<file path="src/rtl/alu_wb_stage_if.sv">
// Handshake bundle between the ALU result stage and register-file writeback.
// The stage consumes in_* and produces out_* through the slave modport.
interface alu_wb_stage_if #(
    parameter int DW = 32,
    parameter int RW = 5
);
    logic          in_valid;
    logic          in_ready;
    logic [DW-1:0] in_res;
    logic          in_zero;
    logic          in_neg;
    logic          in_ovf;
    logic [RW-1:0] in_rd;
    logic          in_we;

    logic          out_valid;
    logic          out_ready;
    logic [DW-1:0] out_res;
    logic [RW-1:0] out_rd;
    logic          out_we;

    modport master (
        output in_valid, in_res, in_zero, in_neg, in_ovf, in_rd, in_we, out_ready,
        input  in_ready, out_valid, out_res, out_rd, out_we
    );

    modport slave (
        input  in_valid, in_res, in_zero, in_neg, in_ovf, in_rd, in_we, out_ready,
        output in_ready, out_valid, out_res, out_rd, out_we
    );
endinterface

</file>
<file path="src/rtl/alu_wb_stage.sv">
// ALU writeback stage: 2-entry in-order skid buffer, N/Z/V flags and sticky overflow.
// Optional feature macro ALU_WB_OVF_TRAP_EN: suppresses writes of overflowing results and pulses ovf_trap.
module alu_wb_stage #(
    parameter int DW = 32,
    parameter int RW = 5
) (
    input  logic                clk,
    input  logic                rst_n,
    alu_wb_stage_if.slave       bus,
    input  logic                flush,
    output logic [2:0]          flags,
    output logic                ovf_sticky,
    input  logic                ovf_clr,
    output logic                ovf_trap
);
    localparam logic [1:0] EMPTY = 2'd0;
    localparam logic [1:0] ONE   = 2'd1;
    localparam logic [1:0] FULL  = 2'd2;

    logic [1:0]    count_p0;
    logic          vld_p0;

    logic [DW-1:0] res_p0;
    logic          zero_p0;
    logic          neg_p0;
    logic          ovf_p0;
    logic [RW-1:0] rd_p0;
    logic          we_p0;

    logic [DW-1:0] res_p1;
    logic          zero_p1;
    logic          neg_p1;
    logic          ovf_p1;
    logic [RW-1:0] rd_p1;
    logic          we_p1;

    logic push;
    logic pop;
    logic retire;
    logic load_head_in;
    logic load_head_p1;
    logic load_tail_in;
    logic clr_head_we;

    // in_ready depends only on the registered occupancy, so out_ready never reaches it.
    assign vld_p0       = (count_p0 != EMPTY);
    assign bus.in_ready = (count_p0 != FULL);
    assign bus.out_valid = vld_p0;

    assign push   = bus.in_valid & bus.in_ready;
    assign pop    = vld_p0 & bus.out_ready;
    assign retire = pop & ~flush;

    assign load_head_in = ~flush & push & ((count_p0 == EMPTY) | ((count_p0 == ONE) & pop));
    assign load_head_p1 = ~flush & pop & (count_p0 == FULL);
    assign load_tail_in = ~flush & push & ~pop & (count_p0 == ONE);
    assign clr_head_we  = flush | ((count_p0 == ONE) & pop & ~push);

    always_ff @(posedge clk or negedge rst_n) begin
        if (!rst_n) begin
            count_p0 <= EMPTY;
        end else if (flush) begin
            count_p0 <= EMPTY;
        end else begin
            case (count_p0)
                EMPTY: if (push) count_p0 <= ONE;
                ONE: begin
                    if (push && !pop)      count_p0 <= FULL;
                    else if (pop && !push) count_p0 <= EMPTY;
                end
                FULL: if (pop) count_p0 <= ONE;
                default: count_p0 <= EMPTY;
            endcase
        end
    end

    // Stage 0: head entry, drives out_* directly
    always_ff @(posedge clk or negedge rst_n) begin
        if (!rst_n) begin
            res_p0  <= '0;
            zero_p0 <= 1'b0;
            neg_p0  <= 1'b0;
            ovf_p0  <= 1'b0;
            rd_p0   <= '0;
            we_p0   <= 1'b0;
        end else if (load_head_in) begin
            res_p0  <= bus.in_res;
            zero_p0 <= bus.in_zero;
            neg_p0  <= bus.in_neg;
            ovf_p0  <= bus.in_ovf;
            rd_p0   <= bus.in_rd;
            we_p0   <= bus.in_we;
        end else if (load_head_p1) begin
            res_p0  <= res_p1;
            zero_p0 <= zero_p1;
            neg_p0  <= neg_p1;
            ovf_p0  <= ovf_p1;
            rd_p0   <= rd_p1;
            we_p0   <= we_p1;
        end else if (clr_head_we) begin
            we_p0   <= 1'b0;
        end
    end

    // Stage 1: skid slot, only meaningful while count is FULL
    always_ff @(posedge clk) begin
        if (load_tail_in) begin
            res_p1  <= bus.in_res;
            zero_p1 <= bus.in_zero;
            neg_p1  <= bus.in_neg;
            ovf_p1  <= bus.in_ovf;
            rd_p1   <= bus.in_rd;
            we_p1   <= bus.in_we;
        end
    end

    assign bus.out_res = res_p0;
    assign bus.out_rd  = rd_p0;

    // Architectural state changes only when the head actually retires.
    always_ff @(posedge clk or negedge rst_n) begin
        if (!rst_n) begin
            flags      <= 3'b000;
            ovf_sticky <= 1'b0;
        end else begin
            if (retire) flags <= {neg_p0, zero_p0, ovf_p0};
            if (retire && ovf_p0) ovf_sticky <= 1'b1;
            else if (ovf_clr)     ovf_sticky <= 1'b0;
        end
    end

`ifdef ALU_WB_OVF_TRAP_EN
    logic trap_p1;

    always_ff @(posedge clk or negedge rst_n) begin
        if (!rst_n) trap_p1 <= 1'b0;
        else        trap_p1 <= retire & ovf_p0;
    end

    assign ovf_trap   = trap_p1;
    assign bus.out_we = we_p0 & ~ovf_p0;
`else
    assign ovf_trap   = 1'b0;
    assign bus.out_we = we_p0;
`endif

    a_count_legal: assert property (@(posedge clk) disable iff (!rst_n) count_p0 != 2'd3);
endmodule
</file>
<file path="src/flat_wrapper.sv">
// flat-port wrapper written by rule: the top's interface ports become plain ports
module alu_wb_stage_flat 
#(
    parameter int DW = 32,
    parameter int RW = 5
)
  (clk, rst_n, flush, flags, ovf_sticky, ovf_clr, ovf_trap, bus_in_valid, bus_in_res, bus_in_zero, bus_in_neg, bus_in_ovf, bus_in_rd, bus_in_we, bus_out_ready, bus_in_ready, bus_out_valid, bus_out_res, bus_out_rd, bus_out_we);
  alu_wb_stage_if #(.DW(DW), .RW(RW)) bus_i ();
  input  logic clk;
  input  logic rst_n;
  input  logic flush;
  output logic [2:0] flags;
  output logic ovf_sticky;
  input  logic ovf_clr;
  output logic ovf_trap;
  input wire logic [$bits(bus_i.in_valid)-1:0] bus_in_valid;
  input wire logic [$bits(bus_i.in_res)-1:0] bus_in_res;
  input wire logic [$bits(bus_i.in_zero)-1:0] bus_in_zero;
  input wire logic [$bits(bus_i.in_neg)-1:0] bus_in_neg;
  input wire logic [$bits(bus_i.in_ovf)-1:0] bus_in_ovf;
  input wire logic [$bits(bus_i.in_rd)-1:0] bus_in_rd;
  input wire logic [$bits(bus_i.in_we)-1:0] bus_in_we;
  input wire logic [$bits(bus_i.out_ready)-1:0] bus_out_ready;
  output wire logic [$bits(bus_i.in_ready)-1:0] bus_in_ready;
  output wire logic [$bits(bus_i.out_valid)-1:0] bus_out_valid;
  output wire logic [$bits(bus_i.out_res)-1:0] bus_out_res;
  output wire logic [$bits(bus_i.out_rd)-1:0] bus_out_rd;
  output wire logic [$bits(bus_i.out_we)-1:0] bus_out_we;
  assign bus_i.in_valid = bus_in_valid;
  assign bus_i.in_res = bus_in_res;
  assign bus_i.in_zero = bus_in_zero;
  assign bus_i.in_neg = bus_in_neg;
  assign bus_i.in_ovf = bus_in_ovf;
  assign bus_i.in_rd = bus_in_rd;
  assign bus_i.in_we = bus_in_we;
  assign bus_i.out_ready = bus_out_ready;
  assign bus_in_ready = bus_i.in_ready;
  assign bus_out_valid = bus_i.out_valid;
  assign bus_out_res = bus_i.out_res;
  assign bus_out_rd = bus_i.out_rd;
  assign bus_out_we = bus_i.out_we;
  alu_wb_stage #(.DW(DW), .RW(RW)) u_core (.clk(clk), .rst_n(rst_n), .bus(bus_i), .flush(flush), .flags(flags), .ovf_sticky(ovf_sticky), .ovf_clr(ovf_clr), .ovf_trap(ovf_trap));
endmodule
</file>
<file path="config.mk">
export PLATFORM = sky130hd
export DESIGN_NAME = alu_wb_stage_flat
export DESIGN_NICKNAME = d
export VERILOG_FILES = /design/src/rtl/alu_wb_stage_if.sv /design/src/rtl/alu_wb_stage.sv /design/src/flat_wrapper.sv
export SDC_FILE = /design/constraint.sdc
export NUM_CORES = 1
export LEC_CHECK = 0
export CAP_MARGIN = 20
export CORE_ASPECT_RATIO = 1.25
export CORE_UTILIZATION = 40
export DETAILED_ROUTE_END_ITERATION = 8
export GPL_ROUTABILITY_DRIVEN = 1
export GPL_TIMING_DRIVEN = 0
export HOLD_SLACK_MARGIN = 0.15
export PLACE_DENSITY = 0.66
export REMOVE_ABC_BUFFERS = 1
export SYNTH_ARGS = -nofsm -noshare
export SYNTH_HDL_FRONTEND = slang
export SYNTH_SLANG_ARGS = --single-unit
</file>
<file path="constraint.sdc">
create_clock -name clk -period 5.3 [get_ports clk]
set_input_delay 1.06 -clock clk [delete_from_list [all_inputs] [get_ports clk]]
set_output_delay 1.06 -clock clk [all_outputs]
set_load 0.02 [all_outputs]
</file>
## Yosys cells after proc, flatten, opt, wreduce, memory -nomap -nowiden

Cells that the tools add are included.

| storage, ports and cells | value |
|---|---|
| register bits | 88 |
| word-level logic and storage cells | 68 |

| operators by class | value |
|---|---|
| bitwise gates (word level) | 15 |
| reductions and logical operators | 11 |
| mux-type cells | 21 |
| eq/ne operators | 6 |

Operators with widths:

| operator | count |
|---|---|
| 2-to-1 mux 32 bit | 2 |
| 2-to-1 mux 1 bit | 11 |
| AND 1 bit | 10 |
| 2-to-1 mux 2 bit | 5 |
| 2-to-1 mux 5 bit | 2 |
| inequality test 3 x 2 -> 1 bit, second input constant | 2 |
| case mux 2 bit (3 select lines) | 1 |
| nonzero test 2 bit | 3 |
| inequality test 4 bit, second input constant | 1 |
| logical AND 1 bit | 3 |
| NOT 1 bit | 3 |
| AND reduction 3 bit | 1 |
| nonzero test 3 bit | 1 |
| == test 2 x 1 -> 1 bit, second input constant | 1 |
| == test 2 bit, second input constant | 1 |
| zero test 1 bit | 2 |
| zero test 2 bit | 1 |
| inequality test 2 bit, second input constant | 1 |
| bitwise OR 1 bit | 2 |

## Logic depth before layout (Yosys ltp)

| logic depth | value |
|---|---|
| word-level depth | 8 |
| gate-level depth with buffers | 6 |
| depth with buffers taken out | 3 |

## Worst setup path after synthesis

Ideal clock, no wire load.

| path | value |
|---|---|
| path type | input -> register |
| start | in flush |
| end | reg u_core.neg_p1 (enable) |
| slack | 1.599 ns |
| cell stages on the path | 2 |
| setup time | 0.444 ns |
| arrival | 3.256 ns |
| path buffers | 0 |
| cell sequence | nor3b_2 -> nor2b_1 |

| between the ends | value |
|---|---|
| cells in the longest elaborated chain, start to end | 4 |

RTL lines:

| item | RTL line | text |
|---|---|---|
| start, declared | flat_wrapper.sv:11 | `input logic flush;` |
| NOT 1 bit | alu_wb_stage.sv:56 | `assign load_tail_in = ~flush & push & ~pop & (count_p0 == ONE);` |
| AND 1 bit (3 in series) | alu_wb_stage.sv:56 |  |
| via u_core.load_tail_in | alu_wb_stage.sv:42 | `logic load_tail_in;` |
| end signal, assigned | alu_wb_stage.sv:110 | `neg_p1 <= bus.in_neg;` |
| end, declared | alu_wb_stage.sv:32 | `logic neg_p1;` |

The timed path passes the listed nets, and every way through them passes these cells.
A chain may end at the register's enable or synchronous reset.

## Worst setup path in the final report

| path | value |
|---|---|
| start | in bus_out_ready |
| end | reg u_core.rd_p0[0] (netlist: u_core.bus.out_rd[0]) |

| between the ends | value |
|---|---|
| cells in the longest elaborated chain, start to end | 5 |

RTL lines:

| item | RTL line | text |
|---|---|---|
| start, declared | flat_wrapper.sv:23 | `input wire logic [$bits(bus_i.out_ready)-1:0] bus_out_ready;` |
| AND 1 bit (*) | alu_wb_stage.sv:51 | `assign pop = vld_p0 & bus.out_ready;` |
| AND 1 bit | alu_wb_stage.sv:54 | `assign load_head_in = ~flush & push & ((count_p0 == EMPTY) \| ((count_p0 == ONE) & pop));` |
| bitwise OR 1 bit | alu_wb_stage.sv:54 |  |
| AND 1 bit | alu_wb_stage.sv:54 |  |
| 2-to-1 mux 5 bit or nonzero test 2 bit (tied branches) | - |  |
| end signal, assigned | alu_wb_stage.sv:91 | `rd_p0 <= bus.in_rd;` |
| end signal, assigned | alu_wb_stage.sv:98 | `rd_p0 <= rd_p1;` |
| end, declared | alu_wb_stage.sv:27 | `logic [RW-1:0] rd_p0;` |

Mark *: on every way between the ends. The rest lies on a longest branch, timed or not.

==> impl_metrics.json <==
{
  "status": "finished clean",
  "finalPower_uw": 1607,
  "fin_crit_ns": 3.251,
  "dp_cells": 408,
  "grt_remaining_overflow": 0,
  "p_leak_uw": 0.001808,
  "die_x_um": 85.71,
  "ant_nets": 0,
  "pwr_density_cell_nw_per_um2": 343.8,
  "synthSimpleGateAreaFrac_pct": 8.929,
  "nets": 349,
  "layout.cells.non_filler": 424,
  "start_util_pct": 41.81,
  "antennaDiodeCount": 0,
  "grt_pass1_vias": 2268,
  "critical_path_class": "in2reg",
  "drc_errors": 0,
  "ctsHoldBuffers": 0,
  "worst_slew_pin_slew_ns": 1.042,
  "worstSetupEndpoint": "u_core.bus.out_rd[0]$_DFFE_PN0P_",
  "synthFlopType": "dfrtp_1",
  "netlist_area_um2": 3503,
  "cts.sinks": 88,
  "hold_viol": 0,
  "fill_cells": 697,
  "synthDistinctLibCells": 31,
  "ys_seq_area_share_pct": 68.71,
  "die-area_um2": 9139,
  "drv_cap": 0,
  "design.core.area_um2": 8379,
  "synth_seq_cells": 88,
  "synth_area_leaders": "edfxtp_1 (35%), dfrtp_1 (34%), a221o_1 (10%)",
  "fmax_mhz": 307.6,
  "synth.most_common_cell": "dfrtp_1",
  "r2r_slack_ns": 2.92,
  "async_flop_share_pct": 53.41,
  "vias_per_cell": 5.028,
  "yosys.area_share.adder_pct": 0,
  "grt_max_degree": 41,
  "postCtsSetupRepairBufs": 0,
  "clockBufferDepth": 2,
  "fin_hold_ws_ns": 0.5043,
  "first_iter_violations": 100,
  "ioPinCount": 92,
  "yosysTopAreaCell": "edfxtp_1",
  "clk_pin_slew_worst_paths_ns": 0.08,
  "rsz0062_at_grt": "false",
  "cts_resized": 0,
  "worstPathMaxFanout": 19,
  "firstDrtPassIters": 4,
  "syn-mean-instance-area_um2": 16.53,
  "port_buffers": 90,
  "slew_viol_final": 0,
  "reg2reg_depth": 5,
  "dp_hpwl_mm": 4.475,
  "wire_per_inst_um": 16.71,
  "die_h_um": 106.6,
  "timing.slew.headroom_pct": 30.38,
  "synth_edf_count": 41,
  "fin_crit_sh_pct": 61.34,
  "antenna_found_initial": 0,
  "start_kind": "primary input",
  "hold_depth": 1,
  "htree_levels": 3,
  "grt_pass1_wl_mm": 11.70,
  "cp.arrival_ns": 3.48,
  "drt_wl_total_mm": 7.085,
  "worstSetupEndpointType": "flip-flop",
  "grt_usage_pct": 16.75,
  "cts_tree": "yes",
  "r2r_start": "u_core.count_p0[0]$_DFFE_PN0P_",
  "synth_top_family_by_area": "compound AO/OA/AOI/OAI gates",
  "finalSetupViolCount": 0,
  "muxShareOfSynthArea_pct": 5.929,
  "synth-xor-area-share_pct": 0,
  "gp_congestion": 0.7313,
  "synth_common_cells": "dfrtp_1 (47), edfxtp_1 (41), and2_1 (36)",
  "num_vias": 2132,
  "yosysWarnings": 0,
  "peakVddDrop_uv": 205.0,
  "syn_to_final_growth_pct": 33.43,
  "clock_latency_ns": 0.34,
  "synth-compound-area-share_pct": 11.82,
  "crit_start": "bus_out_ready",
  "layout-drive-gt1-share_pct": 11.73,
  "yosysTopAreaCellShare_pct": 35.14,
  "cts_buffers": 9,
  "required_ns": 5.52,
  "worstReg2RegEnd": "u_core.bus.out_rd[0]$_DFFE_PN0P_",
  "synthCells": 212,
  "hold_class": "reg2reg",
  "rows": 37,
  "finClkSkew_ns": 0.009726,
  "cts_root_buffer": "clkbuf_8"
}
-- worst min-delay path by stage --
stage	to	start
finish	u_core.flags[0]$_DFFE_PN0N_	u_core.flags[0]$_DFFE_PN0N_
global route	u_core.zero_p0$_DFFE_PN0P_	u_core.zero_p0$_DFFE_PN0P_
CTS	u_core.flags[1]$_DFFE_PN0N_	u_core.zero_p0$_DFFE_PN0P_
detailed placement	u_core.flags[0]$_DFFE_PN0N_	u_core.flags[0]$_DFFE_PN0N_
global placement	u_core.flags[0]$_DFFE_PN0N_	u_core.flags[0]$_DFFE_PN0N_
floorplan	u_core.flags[1]$_DFFE_PN0N_	u_core.zero_p0$_DFFE_PN0P_
-- power breakdown --
| part | switching (uW) | internal [uW] | total (uW) |
|---|---|---|---|
| Combinational | 160 | 201 | 361 |
| Sequential | 40.1 | 785 | 825 |
| Clock | 225 | 196 | 421 |
| Total | 425 | 1180 | 1610 |
-- layer usage --
metal | vias up | global-route usage [%] | wire length (um)
met3 | 9 | 3.541 | 288
met4 | 0 | 6.429 | 101
met2 | 54 | 26.06 | 3302
li1 | 991 | - | -
met5 | - | 0 | 0
met1 | 1078 | 23.08 | 3393
-- critical path: stages --
cell and delay [ns]:
clkdlybuf4s50_1 0.62, nor4bb_4 0.72, buf_6 0.27, buf_8 0.18
mux2_2 0.34, mux2_1 0.27
-- through the flow --
stage                     util, %  area (um^2)  setup slack, ns  TNS (ns)
after floorplan                 -         3357            1.599         0
after global placement      52.56         4404          -0.9269    -39.88
after detailed placement    53.59         4491            1.662         0
after CTS                   55.79         4674            2.022         0
after global routing        55.79         4674            1.904         0
final                       55.79         4674            2.049         0
-- cell families (layout without fill, tap and decap cells) --
family | after synthesis | count (layout)
compound gates | 42 | 42
other cells | 1 | 1
flops | 88 | 88
simple gates | 47 | 47
mux | 16 | 16
buf+inv | 18 | 113
-- sequential cells by signal, indices dropped and copies added (netlist names) --
signal,flops
u_core.bus.out_res,32
u_core.neg_p0,1
u_core.neg_p1,1
u_core.ovf_p1,1
u_core.bus.out_rd,5
u_core.res_p1,32
u_core.count_p0,2
u_core.we_p1,1
u_core.ovf_sticky,1
u_core.flags,3
u_core.zero_p0,1
u_core.ovf_p0,1
u_core.rd_p1,5
u_core.zero_p1,1
u_core.bus.out_we,1
-- placed cells by master, fill, tap and decap left out, types with 2 or more instances in the layout --
cell             Yosys  final
a221o_1             35     35
clkinvlp_4           0      2
clkdlybuf4s50_1      0     89
edfxtp_1            41     41
mux2i_1              2      2
and2_1              36     35
mux2_1               4      4
clkbuf_8             0     11
inv_1                3      3
mux2_4               8      8
dfrtp_1             47     47
mux2_2               2      2
-- area by class of cell --
| type | count | area, um^2 | share of cell area [%] |
|---|---|---|---|
| sequential | 88 | 2407 | 51.50 |
| timing repair buffer | 94 | 969.7 | 20.74 |
| multi-input combinational | 106 | 955.9 | 20.45 |
| clock buffer | 12 | 155.1 | 3.319 |
| tap | 117 | 146.4 | 3.132 |
| clock inverter | 4 | 28.78 | 0.6156 |
| inverter | 3 | 11.26 | 0.2409 |
(Power assumes the default switching activity.)
